===== config.mk =====
export PLATFORM = sky130hd
export DESIGN_NAME = otter_branch_predictor
export DESIGN_NICKNAME = d
export VERILOG_FILES = /design/src/rtl/otter_bp_pkg.sv /design/src/rtl/otter_sat_counter.sv /design/src/rtl/otter_branch_predictor.sv
export SDC_FILE = /design/constraint.sdc
export NUM_CORES = 2
export LEC_CHECK = 0
export CORE_MARGIN = 3
export CORE_UTILIZATION = 40
export DETAILED_ROUTE_END_ITERATION = 6
export GPL_TIMING_DRIVEN = 0
export PLACE_DENSITY_LB_ADDON = 0.15
export SLEW_MARGIN = 15
export SYNTH_ARGS = -nofsm -noshare
export SYNTH_HDL_FRONTEND = slang
export SYNTH_SLANG_ARGS = --single-unit

===== constraint.sdc =====
create_clock -name CLK -period 4.8 [get_ports CLK]
set_clock_uncertainty 0.15 [all_clocks]
set_input_delay 0.48 -clock CLK [delete_from_list [all_inputs] [get_ports CLK]]
set_output_delay 0.48 -clock CLK [all_outputs]
set_load 0.05 [all_outputs]

===== src/rtl/otter_bp_pkg.sv =====
// ----------------------------------------------------------------------------
// otter_bp_pkg
// Shared types and helpers for the OTTER branch predictor.
//   - bp_entry_t          : one table entry as seen by the lookup path
//                           (valid, tag, counter, target), sized for the
//                           largest supported configuration.
//   - ctr_weak_taken      : counter value with MSB=1, remaining bits 0.
//   - ctr_weak_not_taken  : counter value with MSB=0, remaining bits 1.
//   - bp_index / bp_tag   : table index and tag extraction from a PC.
// ----------------------------------------------------------------------------
package otter_bp_pkg;

    localparam int BP_TAG_W_MAX = 32;
    localparam int BP_CTR_W_MAX = 4;
    localparam int BP_XLEN_MAX  = 64;

    typedef struct packed {
        logic                    valid;
        logic [BP_TAG_W_MAX-1:0] tag;
        logic [BP_CTR_W_MAX-1:0] ctr;
        logic [BP_XLEN_MAX-1:0]  target;
    } bp_entry_t;

    function automatic logic [BP_CTR_W_MAX-1:0] ctr_weak_taken(input int ctr_w);
        return BP_CTR_W_MAX'(1 << (ctr_w - 1));
    endfunction

    function automatic logic [BP_CTR_W_MAX-1:0] ctr_weak_not_taken(input int ctr_w);
        return BP_CTR_W_MAX'((1 << (ctr_w - 1)) - 1);
    endfunction

    // Instructions are word aligned, so PC[1:0] never contributes.
    function automatic logic [31:0] bp_index(input logic [BP_XLEN_MAX-1:0] pc,
                                             input int idx_w);
        return 32'((pc >> 2) & ((64'd1 << idx_w) - 64'd1));
    endfunction

    function automatic logic [BP_TAG_W_MAX-1:0] bp_tag(input logic [BP_XLEN_MAX-1:0] pc,
                                                       input int idx_w,
                                                       input int tag_w);
        return BP_TAG_W_MAX'((pc >> (idx_w + 2)) & ((64'd1 << tag_w) - 64'd1));
    endfunction

endpackage


===== src/rtl/otter_sat_counter.sv =====
// ----------------------------------------------------------------------------
// otter_sat_counter
// Combinational next-value block for a CTR_W-bit saturating counter.
//   ctr_i  : current counter value
//   inc_i  : 1 = count up (saturate at all-ones), 0 = count down (saturate at 0)
//   ctr_o  : next counter value
// ----------------------------------------------------------------------------
module otter_sat_counter #(
    parameter int CTR_W = 2
) (
    input  logic [CTR_W-1:0] ctr_i,
    input  logic             inc_i,
    output logic [CTR_W-1:0] ctr_o
);

    // NOTE: combinational blocks assign a default first so no path can infer a latch.
    always_comb begin
        ctr_o = ctr_i;
        if (inc_i) begin
            if (ctr_i != '1) ctr_o = ctr_i + CTR_W'(1);
        end else begin
            if (ctr_i != '0) ctr_o = ctr_i - CTR_W'(1);
        end
    end

endmodule


===== src/rtl/otter_branch_predictor.sv =====
// ----------------------------------------------------------------------------
// otter_branch_predictor
// Direct-mapped branch predictor with per-entry tag, target and saturating
// counter. Lookup is combinational from registered state; updates from the
// execute stage are written on the rising clock edge.
//
// Optional feature: define OTTER_BP_GSHARE_EN to add a global history
// register; counters are then indexed by (PC index XOR history) while
// tag/target keep the plain PC index.
//
// Ports:
//   CLK, RST_N       clock, asynchronous active-low reset
//   LK_PC            fetch PC to predict
//   LK_TAKEN/HIT     prediction taken / tag hit
//   LK_TARGET        predicted next PC (stored target or LK_PC+4)
//   UPD_VALID        resolved branch pulse from execute
//   UPD_PC/TAKEN/TARGET  resolved PC, outcome and target
//   UPD_MISPRED      execute flagged a misprediction
//   MISPRED_CNT      saturating count of flagged mispredictions
// ----------------------------------------------------------------------------
module otter_branch_predictor
    import otter_bp_pkg::*;
#(
    parameter int ENTRIES = 64,
    parameter int TAG_W   = 8,
    parameter int CTR_W   = 2,
    parameter int XLEN    = 32
) (
    input  logic            CLK,
    input  logic            RST_N,
    input  logic [XLEN-1:0] LK_PC,
    output logic            LK_TAKEN,
    output logic [XLEN-1:0] LK_TARGET,
    output logic            LK_HIT,
    input  logic            UPD_VALID,
    input  logic [XLEN-1:0] UPD_PC,
    input  logic            UPD_TAKEN,
    input  logic [XLEN-1:0] UPD_TARGET,
    input  logic            UPD_MISPRED,
    output logic [31:0]     MISPRED_CNT
);

    localparam int               IDX_W   = $clog2(ENTRIES);
    localparam logic [CTR_W-1:0] CTR_WNT = CTR_W'(ctr_weak_not_taken(CTR_W));
    localparam logic [CTR_W-1:0] CTR_WT  = CTR_W'(ctr_weak_taken(CTR_W));

    // Counters live apart from tag/target because gshare indexes them differently.
    logic [ENTRIES-1:0] valid_q, valid_d;
    logic [CTR_W-1:0]   ctr_q    [ENTRIES];
    logic [TAG_W-1:0]   tag_q    [ENTRIES];
    logic [XLEN-1:0]    target_q [ENTRIES];
    logic [31:0]        mispred_cnt_q, mispred_cnt_d;

    logic [IDX_W-1:0]        lk_idx, lk_cidx, upd_idx, upd_cidx;
    logic [BP_TAG_W_MAX-1:0] lk_tag, upd_tag;
    bp_entry_t               lk_entry;
    logic [CTR_W-1:0]        lk_ctr, upd_ctr, upd_ctr_next, ctr_wdata;
    logic                    lk_hit, upd_hit, upd_en;
    logic                    ctr_we, tag_we, target_we;

    // Reset gates the update so a pulse caught by reset writes nothing.
    assign upd_en  = UPD_VALID & RST_N;

    assign lk_idx  = IDX_W'(bp_index(BP_XLEN_MAX'(LK_PC), IDX_W));
    assign lk_tag  = bp_tag(BP_XLEN_MAX'(LK_PC), IDX_W, TAG_W);
    assign upd_idx = IDX_W'(bp_index(BP_XLEN_MAX'(UPD_PC), IDX_W));
    assign upd_tag = bp_tag(BP_XLEN_MAX'(UPD_PC), IDX_W, TAG_W);

`ifdef OTTER_BP_GSHARE_EN
    logic [IDX_W-1:0] hist_q, hist_d;

    always_comb begin
        hist_d = hist_q;
        if (upd_en) hist_d = {hist_q[IDX_W-2:0], UPD_TAKEN};
    end

    always_ff @(posedge CLK or negedge RST_N) begin
        if (!RST_N) hist_q <= '0;
        else        hist_q <= hist_d;
    end

    assign lk_cidx  = lk_idx ^ hist_q;
    assign upd_cidx = upd_idx ^ hist_q;
`else
    assign lk_cidx  = lk_idx;
    assign upd_cidx = upd_idx;
`endif

    // Lookup: pure read of registered state, so a same-cycle update is not seen.
    always_comb begin
        lk_entry        = '0;
        lk_entry.valid  = valid_q[lk_idx];
        lk_entry.tag    = BP_TAG_W_MAX'(tag_q[lk_idx]);
        lk_entry.ctr    = BP_CTR_W_MAX'(ctr_q[lk_cidx]);
        lk_entry.target = BP_XLEN_MAX'(target_q[lk_idx]);
    end

    assign lk_hit    = lk_entry.valid && (lk_entry.tag == lk_tag);
    assign lk_ctr    = CTR_W'(lk_entry.ctr);
    assign LK_HIT    = lk_hit;
    assign LK_TAKEN  = lk_hit & lk_ctr[CTR_W-1];
    assign LK_TARGET = LK_TAKEN ? XLEN'(lk_entry.target) : LK_PC + XLEN'(4);

    assign upd_hit = valid_q[upd_idx] && (BP_TAG_W_MAX'(tag_q[upd_idx]) == upd_tag);
    assign upd_ctr = ctr_q[upd_cidx];

    otter_sat_counter #(.CTR_W(CTR_W)) u_sat_counter (
        .ctr_i (upd_ctr),
        .inc_i (UPD_TAKEN),
        .ctr_o (upd_ctr_next)
    );

    always_comb begin
        valid_d   = valid_q;
        ctr_we    = 1'b0;
        ctr_wdata = upd_ctr_next;
        tag_we    = 1'b0;
        target_we = 1'b0;
        if (upd_en) begin
            if (upd_hit) begin
                ctr_we    = 1'b1;
                target_we = UPD_TAKEN;
            end else if (UPD_TAKEN) begin
                // Taken miss allocates (replacing any alias); not-taken miss is dropped.
                valid_d[upd_idx] = 1'b1;
                ctr_we           = 1'b1;
                ctr_wdata        = CTR_WT;
                tag_we           = 1'b1;
                target_we        = 1'b1;
            end
        end
    end

    always_comb begin
        mispred_cnt_d = mispred_cnt_q;
        if (upd_en && UPD_MISPRED && (mispred_cnt_q != '1))
            mispred_cnt_d = mispred_cnt_q + 32'd1;
    end

    assign MISPRED_CNT = mispred_cnt_q;

    // NOTE: sequential state uses non-blocking assignments so every flop samples pre-edge values.
    always_ff @(posedge CLK or negedge RST_N) begin
        if (!RST_N) begin
            valid_q       <= '0;
            mispred_cnt_q <= '0;
            for (int i = 0; i < ENTRIES; i++) ctr_q[i] <= CTR_WNT;
        end else begin
            valid_q       <= valid_d;
            mispred_cnt_q <= mispred_cnt_d;
            if (ctr_we) ctr_q[upd_cidx] <= ctr_wdata;
        end
    end

    // NOTE: tag/target storage has no reset; valid gates every read of it.
    always_ff @(posedge CLK) begin
        if (tag_we)    tag_q[upd_idx]    <= TAG_W'(upd_tag);
        if (target_we) target_q[upd_idx] <= UPD_TARGET;
    end

endmodule


==> qor.csv <==
stage;metric;value;unit
timing;setup_viol;494;
timing;rsz0062_at_grt;yes;
job;drv_cap;0;
drt;vias_per_cell;6.23;
synthesis;synthSimpleGateAreaFrac;2.11;%
cts;tritoncts;done;
synthesis;synth_top_family_by_area;multiplexers;
drt;drt-met1-wl;161000;um
critical_path;startpoint_type;input port;
cts;clock_latency;0.90;ns
floorplanning;coreArea;0.285;mm2
power_and_ir_drop;p_leak;45.6;nW
placed_design;portBuffers;146;
floorplanning;die_h;542;um
power_and_ir_drop;p_total;53.8;mW
synthesis;synth_adder_area_share;0.0305;%
grt;grt_max_degree;92;
floorplanning;die_width;542;um
synthesis;synth.net_count;5639;
min_path;worstHoldStart;UPD_PC[10];
placed_design;dpl_cell_area;0.125;mm2
grt;overflow;0;
synthesis;synth_compound_area_share;3.93;%
synthesis;ys_seq_elements;2784;
drt;met2_length;199000;um
grt;grt_pass1_wl;566000;um
synthesis;synth_top_area_share;67.0;%
drt;top_layer;met5;
timing;relSlewSlack;3.33;%
drt;drtAntennaViolNets;0;
power_and_ir_drop;p_per_area;385;mW/mm2
grt;grt_use_total;28.3;%
synthesis;synth_area;0.115;mm2
synthesis;async_flop_share;8.05;%
placed_design;place_congestion;1.00;
cells_and_area;syn_to_final_growth;21.7;%
critical_path;crit_type;input port to output port;
cells_and_area;post-route-util;49.0;%
critical_path;cp.arrival;4.83;ns
synthesis;synth_xor_area_share;0.549;%
drt;first_pass_iters;7;
synthesis;synthTopCellsByArea;edfxtp_1 (67%), mux4_2 (17%), dfrtp_1 (3.5%);
synthesis;syn_inst;5536;
timing;setup_ws;-0.664;ns
critical_path;r2r_start;tag_q[46][0];
critical_path;cp-startpoint;LK_PC[6];
critical_path;cpMostUsedCell;o211ai_1;
timing;whs;0.00499;ns
drt;drt_wl_total;418000;um
floorplanning;io_pins;167;
drt;wl_met3;30000;um
drt;avgRoutedWirePerCell;40.6;um
synthesis;syn_area_per_cell;20.7;um2
cells_and_area;instances_no_fill;10300;
cts;cts_buffers;307;
cts;path_clk_slew;0.07;ns
timing;finalSetupTns;-53.14;ns
drt;via_count;64100;
synthesis;synthMuxAreaShare;19.7;%
critical_path;worstSetupEndpointType;output port;
synthesis;synth_top_area_cell;edfxtp_1;
power_and_ir_drop;max-vdd-ir-drop;0.316;mV
outcome;status;finished, violations left;
cts;clockRootBuffer;clkbuf_16;
cts;htree_levels;5;
timing;hold_viol;0;
synthesis;yosys_warnings;0;
cells_and_area;fillers;23500;
critical_path;critPathRequiredTime;4.17;ns
placed_design;pre_cts_ws;-4.11;ns
placed_design;dp_cells;9599;
floorplanning;start_util;40.2;%
floorplanning;rows;196;
timing;worst_slew_pin_slew;1.45;ns
timing;post-route-period-util;114;%
cells_and_area;fin_nets;6381;
critical_path;crit_chain;clkdlybuf4s50_1, buf_6, clkbuf_4, clkbuf_8, nor2_1, o211ai_1, a31oi_1, nor3b_4, nor4b_4, and3_4, buf_12, mux2_4, o211ai_1, buf_4;
timing;fmax;183;MHz
drt;route.detailed.drc;0;
critical_path;cp_max_fo;10;
synthesis;synth_top_flop_cell;edfxtp_1;
synthesis;synth_enable_flop_cells;2560;
timing;fin_crit;5.46;ns
cells_and_area;fin_area;0.140;mm2
synthesis;yosysUniqueCellTypes;78;
cts;clockBufferDepth;4;
min_path;hold_path.class;input port to flop;
outcome;violations;negative setup slack;
placed_design;post-dp-hpwl;283000;um
critical_path;critPathMaxStageDelay;0.74;ns
cts;clkSinkCount;2784;
critical_path;cp_slowest_cell;clkdlybuf4s50_1;
grt;grt_pass1_vias;64600;
timing;drv_slew;0;
cells_and_area;drive_above_1_share;36.8;%
floorplanning;die_area;0.293;mm2
drt;drt_iter0_drc;8510;
synthesis;ys_seq_area_share;71.9;%
grt;antenna_found_initial;20;
kinds of logic (layout without fill, tap and decap cells):
kind of cell	after synthesis	count (layout)
adder cells (fa/ha/maj)	3	3
AO/OA/AOI/OAI	577	577
XOR/XNOR	72	72
other	0	8
multiplexers	1174	1174
flip-flops	2784	2784
buffers and inverters	415	1403
AND/OR/NAND/NOR	511	511
power breakdown:
part	internal (mW)	switching, mW
registers	26.6	0.0997
logic	1.63	2.74
clock network	12.8	9.87
total	41.1	12.7
timing repair:
item | in CTS | in global routing
hold buffers | 48 | 0
pin swaps | 40 | 7
gates resized for setup | 1213 | 62
endpoints found under the setup margin | 738 | 431
buffers inserted | 78 | 7
cloned | 11 | 0
endpoints found under the hold margin | 913 | 0
routing by layer:
layer	GRT usage, %	up-vias
met4	15.3	10
li1	-	25000
met1	37.0	34800
met2	45.3	3285
met5	0	-
met3	4.79	1024
layout make-up:
type | instances | area [um2] | share of cell area [%]
sequential | 2784 | 82600 | 59.1
multi-input combinational | 2337 | 32200 | 23.0
clock buffer | 403 | 8300 | 5.94
timing repair buffer | 444 | 6450 | 4.62
tap | 3762 | 4710 | 3.37
buffer | 380 | 4230 | 3.03
clock inverter | 152 | 1180 | 0.846
inverter | 24 | 93.8 | 0.0672
antenna | 8 | 20.0 | 0.0143
path summary, 6_finish.rpt:
check | end | slack (ns) | cells after the start
min in group asynchronous | ctr_q[6] | 0.08 | 8
hold reg to reg | MISPRED_CNT[8] | 0.34 | 1
setup / recovery | LK_TARGET[7] | -0.66 | 14
hold / removal | tag_q[43][2] | 0.005 | 1
max in group asynchronous | valid_q[8] | 3.02 | 9
setup reg to reg | tag_q[50][6] | 0.13 | 14
layout by cell type (no fill, tap or decap), types with 71 or more instances in the layout:
master / netlist / routed
mux2i_1: 146 / 130
buf_4: 24 / 108
edfxtp_1: 2560 / 2560
clkbuf_1: 163 / 125
buf_12: 0 / 159
clkbuf_16: 0 / 334
dfrtp_1: 160 / 160
buf_16: 0 / 71
nand2_1: 131 / 98
mux2_2: 97 / 93
mux4_2: 850 / 850
nor2_4: 0 / 121
buf_6: 20 / 92
a22oi_1: 85 / 83
mux2_1: 75 / 75
cells in the mapped netlist, types with 35 or more instances:
library cell	instances
edfxtp_1	2560
mux4_2	850
nor2_1	177
clkbuf_1	163
dfrtp_1	160
buf_2	150
mux2i_1	146
nand2_1	131
mux2_2	97
a22oi_1	85
mux2_1	75
dfstp_2	64
o21bai_1	61
o22ai_1	54
a221oi_1	51
a21oi_1	49
o2111a_1	48
xor2_1	37
a221o_1	36
o21ai_0	35
xnor2_1	35
state kept, by name, indices dropped and copies added (netlist names):
signal and count:
tag_q 512, valid_q 64, target_q 2048, MISPRED_CNT 32, ctr_q 128
critical path, delay by kind of cell:
| family | cells | cell delay (ns) |
|---|---|---|
| muxes | 1 | 0.30 |
| buffers and inverters | 6 | 2.13 |
| and+or+nand+nor | 4 | 1.20 |
| AOI/OAI and AO/OA | 3 | 0.64 |
No activity file was read; power rests on OpenSTA's default activity.
